**src/rtl/spi_target.sv**
```systemverilog
`default_nettype none
// +--------------------------------------------------------------------------+
// | Module   : spi_target                                                    |
// | Brief    : SPI responder with an LSB-first addr/data frame and a register |
// |            file that on-chip logic can preload and observe.              |
// | Revision : 1.0                                                           |
// +--------------------------------------------------------------------------+
module spi_target #(
    parameter int NUM_REGS    = 8,
    parameter int SYNC_STAGES = 2
) (
    input  logic                        pclk_i,
    input  logic                        prst_i,
    input  logic                        sclk_i,
    input  logic                        cs_n_i,
    input  logic                        mosi_i,
    output logic                        miso_o,
    input  logic                        hwr_en_i,
    input  logic [$clog2(NUM_REGS)-1:0] hwr_addr_i,
    input  logic [7:0]                  hwr_data_i,
    input  logic [$clog2(NUM_REGS)-1:0] hrd_addr_i,
    output logic [7:0]                  hrd_data_o,
    output logic                        txn_done_o,
    output logic                        txn_wr_o,
    output logic [7:0]                  txn_addr_o,
    output logic                        err_o
);

    localparam int         IDX_W      = $clog2(NUM_REGS);
    localparam logic [7:0] NUM_REGS_B = 8'(NUM_REGS);

    typedef enum logic [1:0] {
        S_IDLE  = 2'd0,
        S_ADDR  = 2'd1,
        S_WDATA = 2'd2,
        S_RDATA = 2'd3
    } state_t;

    logic [SYNC_STAGES-1:0] sclk_sync_q, sclk_sync_d;
    logic [SYNC_STAGES-1:0] cs_sync_q, cs_sync_d;
    logic [SYNC_STAGES-1:0] mosi_sync_q, mosi_sync_d;
    logic                   sclk_dly_q, sclk_dly_d;

    state_t     state_q, state_d;
    logic [2:0] count_q, count_d;
    logic [7:0] shift_q, shift_d;
    logic [7:0] shreg_q, shreg_d;
    logic       miso_q, miso_d;
    logic       done_q, done_d;
    logic       wr_q, wr_d;
    logic       err_q, err_d;
    logic [7:0] addr_q, addr_d;
    logic [7:0] regs_q [NUM_REGS];
    logic [7:0] regs_d [NUM_REGS];

    logic             w_sclk_s;
    logic             w_cs_n_s;
    logic             w_mosi_s;
    logic             w_fall;
    logic             w_last;
    logic [7:0]       w_byte;
    logic             w_new_ok;
    logic             w_cur_ok;
    logic [IDX_W-1:0] w_new_idx;
    logic [IDX_W-1:0] w_cur_idx;

    assign w_sclk_s = sclk_sync_q[SYNC_STAGES-1];
    assign w_cs_n_s = cs_sync_q[SYNC_STAGES-1];
    assign w_mosi_s = mosi_sync_q[SYNC_STAGES-1];
    assign w_fall   = sclk_dly_q & ~w_sclk_s;
    assign w_last   = (count_q == 3'd7);

    // Byte as it will look once the bit arriving on this fall is merged in
    always_comb begin
        w_byte          = shift_q;
        w_byte[count_q] = w_mosi_s;
    end

    assign w_new_ok  = ({1'b0, w_byte[6:0]} < NUM_REGS_B);
    assign w_cur_ok  = ({1'b0, addr_q[6:0]} < NUM_REGS_B);
    assign w_new_idx = w_byte[IDX_W-1:0];
    assign w_cur_idx = addr_q[IDX_W-1:0];

    always_comb begin
        sclk_sync_d = {sclk_sync_q[SYNC_STAGES-2:0], sclk_i};
        cs_sync_d   = {cs_sync_q[SYNC_STAGES-2:0], cs_n_i};
        mosi_sync_d = {mosi_sync_q[SYNC_STAGES-2:0], mosi_i};
        sclk_dly_d  = w_sclk_s;
    end

    always_comb begin
        state_d = state_q;
        count_d = count_q;
        shift_d = shift_q;
        shreg_d = shreg_q;
        miso_d  = miso_q;
        done_d  = 1'b0;
        wr_d    = wr_q;
        err_d   = 1'b0;
        addr_d  = addr_q;
        regs_d  = regs_q;

        // Host write lands first so a same-cycle SPI commit overrides it
        if (hwr_en_i) begin
            regs_d[hwr_addr_i] = hwr_data_i;
        end

        if (w_cs_n_s) begin
            state_d = S_IDLE;
            count_d = 3'd0;
            miso_d  = 1'b1;
        end else begin
            case (state_q)
                S_IDLE: begin
                    state_d = S_ADDR;
                    count_d = 3'd0;
                    miso_d  = 1'b1;
                end
                S_ADDR: begin
                    if (w_fall) begin
                        shift_d = w_byte;
                        count_d = count_q + 3'd1;
                        if (w_last) begin
                            addr_d  = w_byte;
                            count_d = 3'd0;
                            err_d   = ~w_new_ok;
                            if (w_byte[7]) begin
                                state_d = S_WDATA;
                            end else begin
                                state_d = S_RDATA;
                                shreg_d = w_new_ok ? regs_q[w_new_idx] : 8'hFF;
                                miso_d  = shreg_d[0];
                            end
                        end
                    end
                end
                S_WDATA: begin
                    if (w_fall) begin
                        shift_d = w_byte;
                        count_d = count_q + 3'd1;
                        if (w_last) begin
                            count_d = 3'd0;
                            if (w_cur_ok) begin
                                regs_d[w_cur_idx] = w_byte;
                            end
                            done_d  = 1'b1;
                            wr_d    = 1'b1;
                            state_d = S_ADDR;
                        end
                    end
                end
                S_RDATA: begin
                    if (w_fall) begin
                        count_d = count_q + 3'd1;
                        miso_d  = shreg_q[count_d];
                        if (w_last) begin
                            count_d = 3'd0;
                            miso_d  = 1'b1;
                            done_d  = 1'b1;
                            wr_d    = 1'b0;
                            state_d = S_ADDR;
                        end
                    end
                end
                default: begin
                    state_d = S_IDLE;
                end
            endcase
        end
    end

    always_ff @(posedge pclk_i or negedge prst_i) begin
        if (!prst_i) begin
            sclk_sync_q <= '1;
            cs_sync_q   <= '1;
            mosi_sync_q <= '1;
            sclk_dly_q  <= 1'b1;
            state_q     <= S_IDLE;
            count_q     <= 3'd0;
            shift_q     <= 8'h00;
            shreg_q     <= 8'hFF;
            miso_q      <= 1'b1;
            done_q      <= 1'b0;
            wr_q        <= 1'b0;
            err_q       <= 1'b0;
            addr_q      <= 8'h00;
            regs_q      <= '{default: 8'h00};
        end else begin
            sclk_sync_q <= sclk_sync_d;
            cs_sync_q   <= cs_sync_d;
            mosi_sync_q <= mosi_sync_d;
            sclk_dly_q  <= sclk_dly_d;
            state_q     <= state_d;
            count_q     <= count_d;
            shift_q     <= shift_d;
            shreg_q     <= shreg_d;
            miso_q      <= miso_d;
            done_q      <= done_d;
            wr_q        <= wr_d;
            err_q       <= err_d;
            addr_q      <= addr_d;
            regs_q      <= regs_d;
        end
    end

    assign miso_o     = miso_q;
    assign hrd_data_o = regs_q[hrd_addr_i];
    assign txn_done_o = done_q;
    assign txn_wr_o   = wr_q;
    assign txn_addr_o = addr_q;
    assign err_o      = err_q;

endmodule
`default_nettype wire
```
**config.mk**
```make
export PLATFORM = sky130hd
export DESIGN_NAME = spi_target
export DESIGN_NICKNAME = d
export VERILOG_FILES = /design/src/rtl/spi_target.sv
export SDC_FILE = /design/constraint.sdc
export NUM_CORES = 1
export LEC_CHECK = 0
export CAP_MARGIN = 0
export CORE_MARGIN = 1.5
export CORE_UTILIZATION = 38
export CTS_CLUSTER_DIAMETER = 150
export DETAILED_ROUTE_END_ITERATION = 10
export SLEW_MARGIN = 10
export SYNTH_ARGS = -nofsm -noshare
export SYNTH_HDL_FRONTEND = slang
export SYNTH_SLANG_ARGS = --single-unit
```
**constraint.sdc**
```tcl
create_clock -name pclk_i -period 6.3 [get_ports pclk_i]
set_input_delay 1.575 -clock pclk_i [delete_from_list [all_inputs] [get_ports pclk_i]]
set_output_delay 1.575 -clock pclk_i [all_outputs]
set_load 0.02 [all_outputs]
```
==> impl_metrics.ini, run 1 <==
[run_status]
status = completed

[clock_tree]
root_buffer = clkbuf_16
path_clk_slew_ps = 60
clk_latency_ps = 350
post_cts_buffers = 0
postCtsHoldBufs = 0
cts_made_buffers = 9
clk_path_buf_depth = 2
cts_tree = yes
cts.sinks = 104
htree_levels = 3
ctsResizeCount = 0

[timing]
period_share_pct = 86.6
worstMarginPinSlew_ps = 1240
skew_ps = 9.31
max_freq_mhz = 183
fin_crit_ps = 5450
fin_setup_tns_ps = 0
hold_violations = 0
slew_violations = 0
rsz0062_at_grt = no
whs_ps = 356
slew_headroom_pct = 16.9
setup_viol = 0

[layout]
layout_commonest_cell = dfrtp_1
fillers = 1488
syn_to_final_growth_pct = 13.3
finalNetCount = 607
antenna_cells = 0
drive_above_1_share_pct = 19.8
mostFrequentLayoutCells = dfrtp_1, a21oi_1, mux2i_1
utilization_pct = 44.4

[power_and_ir_drop]
combinationalPowerShare_pct = 33.0
p_sw_share_pct = 33.8
power.density_nw_per_um2 = 308
clockPowerShare_pct = 25.0
p_leak_nw = 2.83
vdd_ir_drop_max_mv = 0.124
p_int_w = 0.00139
power_frac_seq_pct = 42.0
p_sw_w = 0.000709

[grt]
gr-total-overflow = 0
grt_use_total_pct = 20.0
antenna_found_initial = 0
grt_pass1_vias = 4337
grt_max_degree = 66
grt_pass1_wl_mm = 25.0

[detailed_routing]
first_pass_iters = 5
avgRoutedWirePerCell_um = 19.8
vias = 4427
wirelength_mm = 15.8
drtIter0Drc = 417
post-route-drc-count = 0
vias_per_cell = 5.55
postRouteAntennaNets = 0

[synth]
synth_seq_cells = 104
synthCells = 565
synth_area_um2 = 6010
synth_cell_types = 41
ys_seq_area_share_pct = 43.7
syn_nets = 591
yosysWarnings = 0
avgSynthCellArea_um2 = 10.6

[floorplan]
num_rows = 45
dieWidth_um = 129
start_util_pct = 39.2
die-area_um2 = 16600
die_h_um = 129
ios = 40
core_um2 = 15300

[placement]
gp_congestion = 0.818
place_hpwl_mm = 10.6
portBuffers = 39

[setup_path]
arrival_ps = 3880
slowest_delay_ps = 870
cp-start-kind = primary input
critical_path_class = in -> out
endpoint_kind = primary output
crit_path_top_delay_cell = clkdlybuf4s50_1
crit_fanout = 9
cp_common_cell = clkdlybuf4s50_1
crit_required_ps = 4720
path_cells = clkdlybuf4s50_1, buf_4, mux4_2, mux2_2, clkdlybuf4s50_1

[job]
cap_violations = 0

[worst_hold_path]
hold_path.class = reg -> reg
[sequential cells by signal, summed over array words and instances (netlist names)]
signal,cells
shreg_q,8
miso_o,1
regs_q,64
cs_sync_q,2
err_o,1
txn_done_o,1
txn_addr_o,8
sclk_dly_q,1
shift_q,8
count_q,3
state_q,2
txn_wr_o,1
mosi_sync_q,2
sclk_sync_q,2
[worst max-delay path: cells and delay by family]
| family | cells | cell delay, ps |
|---|---|---|
| multiplexers | 2 | 600 |
| buffers and inverters | 3 | 1700 |
[per-stage QoR]
step                setup WS [ps]  power, W  std cells  instance area, µm²
floorplan                    1600   0.00136        565                6010
finish                        845   0.00210        797                6810
CTS                           865   0.00211        797                6810
detailed placement            873   0.00158        781                6530
global route                  806   0.00221        797                6810
global placement              875   0.00156        781                6530
[worst paths after layout]
kind                       slack, ps                         to                startpoint  cells after the start
hold reg to reg                  360   mosi_sync_q[1]$_DFF_PN1_  mosi_sync_q[0]$_DFF_PN1_                      0
setup / recovery                 850              hrd_data_o[3]             hrd_addr_i[1]                      5
hold / removal                   360   mosi_sync_q[1]$_DFF_PN1_  mosi_sync_q[0]$_DFF_PN1_                      0
min in group asynchronous       1340  txn_addr_o[6]$_DFFE_PN0P_                    prst_i                      1
max in group asynchronous       3910       regs_q[26]$_DFF_PN0_                    prst_i                      2
setup reg to reg                3220       regs_q[23]$_DFF_PN0_    count_q[0]$_DFFE_PN0P_                      8
[cell usage after synthesis, drive strengths merged]
library cell  instances  area share [%]
a21oi                75             6.3
nand4b                4            0.69
nor4                  1            0.10
nor2                 54             3.5
nand2b                4            0.42
clkbuf               19             1.2
o21ai                24             2.0
o22ai                 1            0.10
and3                  1            0.10
mux2i                68              12
or3                   2            0.21
dfrtp                88              37
nand4                 3            0.42
nor2b                23             2.4
buf                  26             2.6
nand2                32             2.0
a221oi                1            0.15
nand3                 1           0.083
a211oi               23             2.9
mux2                 44             8.3
inv                   6            0.37
nor3b                 7            0.96
a31oi                 2            0.21
nor3                 11             1.4
nand3b                3            0.37
o21a                  1            0.13
a32oi                 1            0.15
ha                    6             1.2
dfstp                16             7.0
mux4                 18             6.8
[routing by layer]
metal  share of wire, %  vias to the layer above  GRT usage [%]
met5                  0                        -              0
met4                1.4                        0           6.08
met3                4.7                       21           2.99
met2                 48                      109           32.1
met1                 46                     2226           28.1
li1                   -                     2071              -
[final cells by class]
cell class	instances	area (µm²)	area share (%)
clock buffers	15	268	3.93
clock inverters	1	5.00	0.0735
inverters	6	22.5	0.331
multi-input cells	410	3150	46.3
flip-flops and latches	104	2620	38.5
well taps	211	264	3.88
repair buffers	50	470	6.91
[power groups by stage]
stage / Combinational (W) / Clock (W) / Sequential [W]
after floorplan: 0.000507 / 0 / 0.000856
after global placement: 0.000674 / 0 / 0.000890
after detailed placement: 0.000691 / 0 / 0.000889
after CTS: 0.000694 / 0.000538 / 0.000878
after global routing: 0.000751 / 0.000564 / 0.000896
final: 0.000693 / 0.000526 / 0.000881
[logic make-up after synthesis]
logic type	synth area share [%]
AND/OR/NAND/NOR	12.6
AO/OA/AOI/OAI	11.9
buffers and inverters	4.13
flip-flops	43.7
multiplexers	26.5
adder cells (fa/ha/maj)	1.25
(Power assumes the default switching activity.)
==> run 2: changes to the inputs <==
ABC_AREA = 1   (was unset)
HOLD_SLACK_MARGIN = 0.02   (was unset)
==> run 2 against run 1 <==
Net effect: clock-buffer cell count down 5; non-clock buffer count decreased by 1; sequential share of layout area decreased by 0.11 points; sequential cell count did not move; clock skew grew 2.0 ps; global-route usage up 3.6 points; die area up 0.67%; first-iteration DRC count increased by 29%; area after synthesis increased by 0.69%; highest routed layer unchanged.
==> impl_metrics.ini, run 2 <==
[floorplan]
num_rows = 45
die_h_um = 129
ios = 40
dieWidth_um = 129
start_util_pct = 39.3
die-area_um2 = 16700
core_um2 = 15400

[synth]
synth_top_family_by_area = simple AND/OR/NAND/NOR gates
synth_commonest_cells = nand2_1, o21ai_0, dfrtp_1, nand3_1, nor2_1
ys_seq_area_share_pct = 43.4
yosys.area.top_type = dfrtp_1
yosysWarnings = 0
synth_compound_gate_area_share_pct = 18.4
yosys-mux-area-fraction_pct = 0
synth_cell_types = 28
synth_area_leaders = dfrtp_1, nand2_1, o21ai_0
yosys.area_share.adder_pct = 1.24
synth-xor-area-share_pct = 0
avgSynthCellArea_um2 = 7.09
synth_area_um2 = 6050
syn_nets = 879
synth-simple-area-share_pct = 29.0
synth_top_area_share_pct = 36.4
synthCells = 853
synth_edf_count = 0
synth_seq_cells = 104
ys.flop_type = dfrtp_1
yosysMostFrequentCell = nand2_1
async_flop_share_pct = 100

[timing]
setup_viol = 0
whs_ps = 358
hold_violations = 0
period_share_pct = 89.3
slew_violations = 0
rsz0062_at_grt = no
worstMarginPinSlew_ps = 1270
max_freq_mhz = 178
skew_ps = 11.3
slew_headroom_pct = 15.0
fin_setup_tns_ps = 0
fin_crit_ps = 5620

[setup_path]
slowest_delay_ps = 900
path_cells = clkdlybuf4s50_1, buf_4, o32ai_1, nor2_1, a31oi_1, clkdlybuf4s50_1
endpoint_kind = primary output
cp-start-kind = primary input
critical_path_class = in -> out
crit_family = buffers and inverters
cp_common_cell = clkdlybuf4s50_1
crit_required_ps = 4720
arrival_ps = 4050
crit_path_top_delay_cell = clkdlybuf4s50_1
crit_fanout = 28
timing.critical_path.buf_inv = 3

[grt]
grt_use_total_pct = 23.6
gr-total-overflow = 0
grt_pass1_wl_mm = 29.8
grt_max_degree = 80
grt_pass1_vias = 5196
antenna_found_initial = 0

[layout]
syn_to_final_growth_pct = 12.9
finalNetCount = 891
largest_register_ffs = 64
antenna_cells = 0
layout_commonest_cell = nand2_1
drive_above_1_share_pct = 6.67
top_register = regs_q
utilization_pct = 44.4
mostFrequentLayoutCells = nand2_1, o21ai_0, dfrtp_1

[placement]
gp_congestion = 0.904
place_hpwl_mm = 12.8
portBuffers = 39

[power_and_ir_drop]
vdd_ir_drop_max_mv = 0.148
power.density_nw_per_um2 = 278
p_leak_nw = 3.14

[detailed_routing]
first_pass_iters = 6
wirelength_mm = 18.9
drtIter0Drc = 540
post-route-drc-count = 0
avgRoutedWirePerCell_um = 17.5
vias = 5794
postRouteAntennaNets = 0
vias_per_cell = 5.36

[clock_tree]
ctsResizeCount = 0
clk_latency_ps = 360
htree_levels = 3
post_cts_buffers = 0
cts.sinks = 104
cts_tree = yes
path_clk_slew_ps = 70
cts_made_buffers = 9
root_buffer = clkbuf_16
postCtsHoldBufs = 0
clk_path_buf_depth = 2

[worst_hold_path]
hold_path.class = reg -> reg

[job]
cap_violations = 0

[run_status]
status = completed
==> run 2: changes by cell type after synthesis, sizes merged, moves of 18 or more <==
cell,previous run,this run
inv,6,65
mux4,18,0
nand2,32,259
nand3,1,88
o21ai,24,177
a211oi,23,0
nor2b,23,0
a21oi,75,2
mux2i,68,0
mux2,44,0
==> run 2: layout make-up <==
cell class              count  area [µm²]
fillers                  1612        8550
multi-input cells         636        2940
flip-flops and latches    104        2620
repair buffers             49         463
well taps                 211         264
inverters                  65         244
clock buffers              10         229
clock inverters             6        60.1
==> run 2: final timing paths <==
check                                             from                      to  slack (ps)  cells after the start
worst min-delay path            cs_sync_q[0]$_DFF_PN1_  cs_sync_q[1]$_DFF_PN1_         360                      0
max in group asynchronous                       prst_i    regs_q[16]$_DFF_PN0_        3980                      2
min in group asynchronous                       prst_i    regs_q[23]$_DFF_PN0_        1380                      1
worst max register to register  count_q[0]$_DFFE_PN0P_  shreg_q[6]$_DFFE_PN1P_        3360                      8
worst min register to register  cs_sync_q[0]$_DFF_PN1_  cs_sync_q[1]$_DFF_PN1_         360                      0
worst max-delay path                     hrd_addr_i[1]           hrd_data_o[1]         680                      6
==> run 2: worst reg2reg max path, delay by kind of cell (launching register included) <==
kind / cells / cell delay [ps]
and+or+nand+nor: 4 / 1000
AOI/OAI and AO/OA: 2 / 940
buffers and inverters: 2 / 350
DFF: 1 / 580
==> run 2: cell families (layout without fill, tap and decap cells) <==
| group | Yosys count | in the layout |
|---|---|---|
| flip-flops | 104 | 104 |
| AND/OR/NAND/NOR | 424 | 424 |
| AO/OA/AOI/OAI | 206 | 206 |
| buffers and inverters | 113 | 130 |
| adder cells (fa/ha/maj) | 6 | 6 |
==> run 2: metal layers <==
layer  vias to the layer above  wire [µm]  global-route usage (%)
met4                         0        446                    8.39
met5                         -          0                       0
met3                        36       1040                    2.56
met1                      2709       8930                    34.4
li1                       2836          -                       -
met2                       213       8490                    36.4
==> run 2: through the flow <==
step	std cells	area, µm²	power, W	worst slack (ps)
after global placement	1065	6540	0.00133	739
after CTS	1081	6830	0.00190	715
after detailed placement	1065	6540	0.00133	748
after floorplan	853	6050	0.00117	1920
after global routing	1081	6830	0.00201	511
final	1081	6830	0.00190	677
==> run 2: power by group <==
group	internal, W	switching, W
logic	0.000178	0.000287
registers	0.000764	0.000102
clock network	0.000280	0.000289
==> run 3: changes to the inputs <==
CAP_MARGIN = 25   (was 0)
==> run 3 against run 2 <==
Net effect: die area unchanged; first-iteration DRC count decreased by 3.3%; wire length is essentially flat; via count shrank 0.79%; combinational power up 2%; worst hold slack about the same.
==> impl_metrics.ini, run 3 (synthesized netlist as in run 2, its figures left out) <==
[floorplan]
num_rows = 45
ios = 40
dieWidth_um = 129
start_util_pct = 39.3
core_um2 = 15400
die_h_um = 129
die-area_um2 = 16700

[setup_path]
reg2regPathDepth = 8
arrival_ps = 4010
crit_fanout = 28
crit_path_top_delay_cell = clkdlybuf4s50_1
cp-start-kind = primary input
crit_start = hrd_addr_i[1]
crit_required_ps = 4720
critical_path_class = in -> out
slowest_delay_ps = 880
worst-r2r-setup-slack_ps = 3410
path_cells = clkdlybuf4s50_1, buf_4, o32ai_1, nor2_1, a31oi_1, clkdlybuf4s50_1
cp_common_cell = clkdlybuf4s50_1
endpoint_kind = primary output
reg2reg_from = count_q[0]$_DFFE_PN0P_

[detailed_routing]
avgRoutedWirePerCell_um = 17.4
post-route-drc-count = 0
vias_per_cell = 5.30
drtIter0Drc = 522
wirelength_mm = 18.9
vias = 5748
postRouteAntennaNets = 0
first_pass_iters = 5

[clock_tree]
cts_made_buffers = 9
cts.sinks = 104
path_clk_slew_ps = 80
htree_levels = 3
clk_latency_ps = 370
postCtsHoldBufs = 0
root_buffer = clkbuf_16
cts_tree = yes
ctsResizeCount = 0
clk_path_buf_depth = 2
post_cts_buffers = 0

[placement]
place_hpwl_mm = 12.8
gp_congestion = 0.904
dpl-instance-area_um2 = 6550
portBuffers = 39

[grt]
gr-total-overflow = 0
grt_pass1_vias = 5281
grt_use_total_pct = 23.8
antenna_found_initial = 0
grt_max_degree = 80
grt_pass1_wl_mm = 30.1

[layout]
top_register = regs_q
drive_above_1_share_pct = 7.10
mostFrequentLayoutCells = nand2_1, o21ai_0, dfrtp_1
syn_to_final_growth_pct = 13.8
design_area_um2 = 6880
antenna_cells = 0
layout_commonest_cell = nand2_1
largest_register_ffs = 64
fillers = 1564
utilization_pct = 44.8
finalNetCount = 894

[timing]
fin_setup_tns_ps = 0
hold_violations = 0
rsz0062_at_grt = no
setup_viol = 0
max_freq_mhz = 179
fin_crit_ps = 5590
slew_headroom_pct = 34.8
period_share_pct = 88.7
skew_ps = 9.76
worstMarginPinSlew_ps = 971
whs_ps = 358
slew_violations = 0

[power_and_ir_drop]
power_w = 0.00191
power_frac_seq_pct = 45.2
power.density_nw_per_um2 = 278
p_leak_nw = 3.17
p_int_w = 0.00123
combinationalPowerShare_pct = 24.9
p_sw_share_pct = 35.6
vdd_ir_drop_max_mv = 0.139
p_sw_w = 0.000680
clockPowerShare_pct = 29.9

[worst_hold_path]
holdCritStartpoint = mosi_sync_q[0]$_DFF_PN1_
hold_depth = 0
hold_path.class = reg -> reg

[run_status]
status = completed

[job]
cap_violations = 0
[run 3: cell type report]
type | instances | area [µm²] | share of cell area, %
inverter | 65 | 244 | 3.55
timing repair buffer | 52 | 513 | 7.45
sequential | 104 | 2620 | 38.1
clock buffer | 9 | 225 | 3.27
multi-input combinational | 636 | 2940 | 42.8
tap | 211 | 264 | 3.84
clock inverter | 7 | 70.1 | 1.02
[run 3: metal layers]
layer | global-route usage, % | vias to the layer above | share of wire, %
met5 | 0 | - | 0
met4 | 10.3 | 0 | 3.3
met3 | 3.18 | 38 | 6.1
met2 | 35.3 | 193 | 45
met1 | 34.7 | 2674 | 46
li1 | - | 2843 | -
[run 3: stage by stage]
stage / cells / worst slack, ps
4_1_cts: 1082 / 704
3_5_place_dp: 1066 / 719
6_report: 1084 / 713
3_3_place_gp: 1065 / 739
2_1_floorplan: 853 / 1920
5_1_grt: 1084 / 552
[run 3: power groups by stage]
stage | Sequential, W | Clock [W] | Combinational (W)
global placement | 0.000875 | 0 | 0.000451
global route | 0.000872 | 0.000609 | 0.000545
detailed placement | 0.000871 | 0 | 0.000460
floorplan | 0.000829 | 0 | 0.000344
CTS | 0.000860 | 0.000584 | 0.000461
finish | 0.000865 | 0.000572 | 0.000475
[run 3: path summary, 6_finish.rpt]
path | to
worst max-delay path | hrd_data_o[1]
worst min-delay path | mosi_sync_q[1]$_DFF_PN1_
worst max register to register | shreg_q[6]$_DFFE_PN1P_
worst min register to register | mosi_sync_q[1]$_DFF_PN1_
max in group asynchronous | regs_q[49]$_DFF_PN0_
min in group asynchronous | regs_q[23]$_DFF_PN0_
[run 3: critical path: cells and delay by family]
kind / cells / cell delay (ps)
AND/OR/NAND/NOR: 1 / 60
buffers and inverters: 3 / 1890
AO/OA/AOI/OAI: 2 / 470
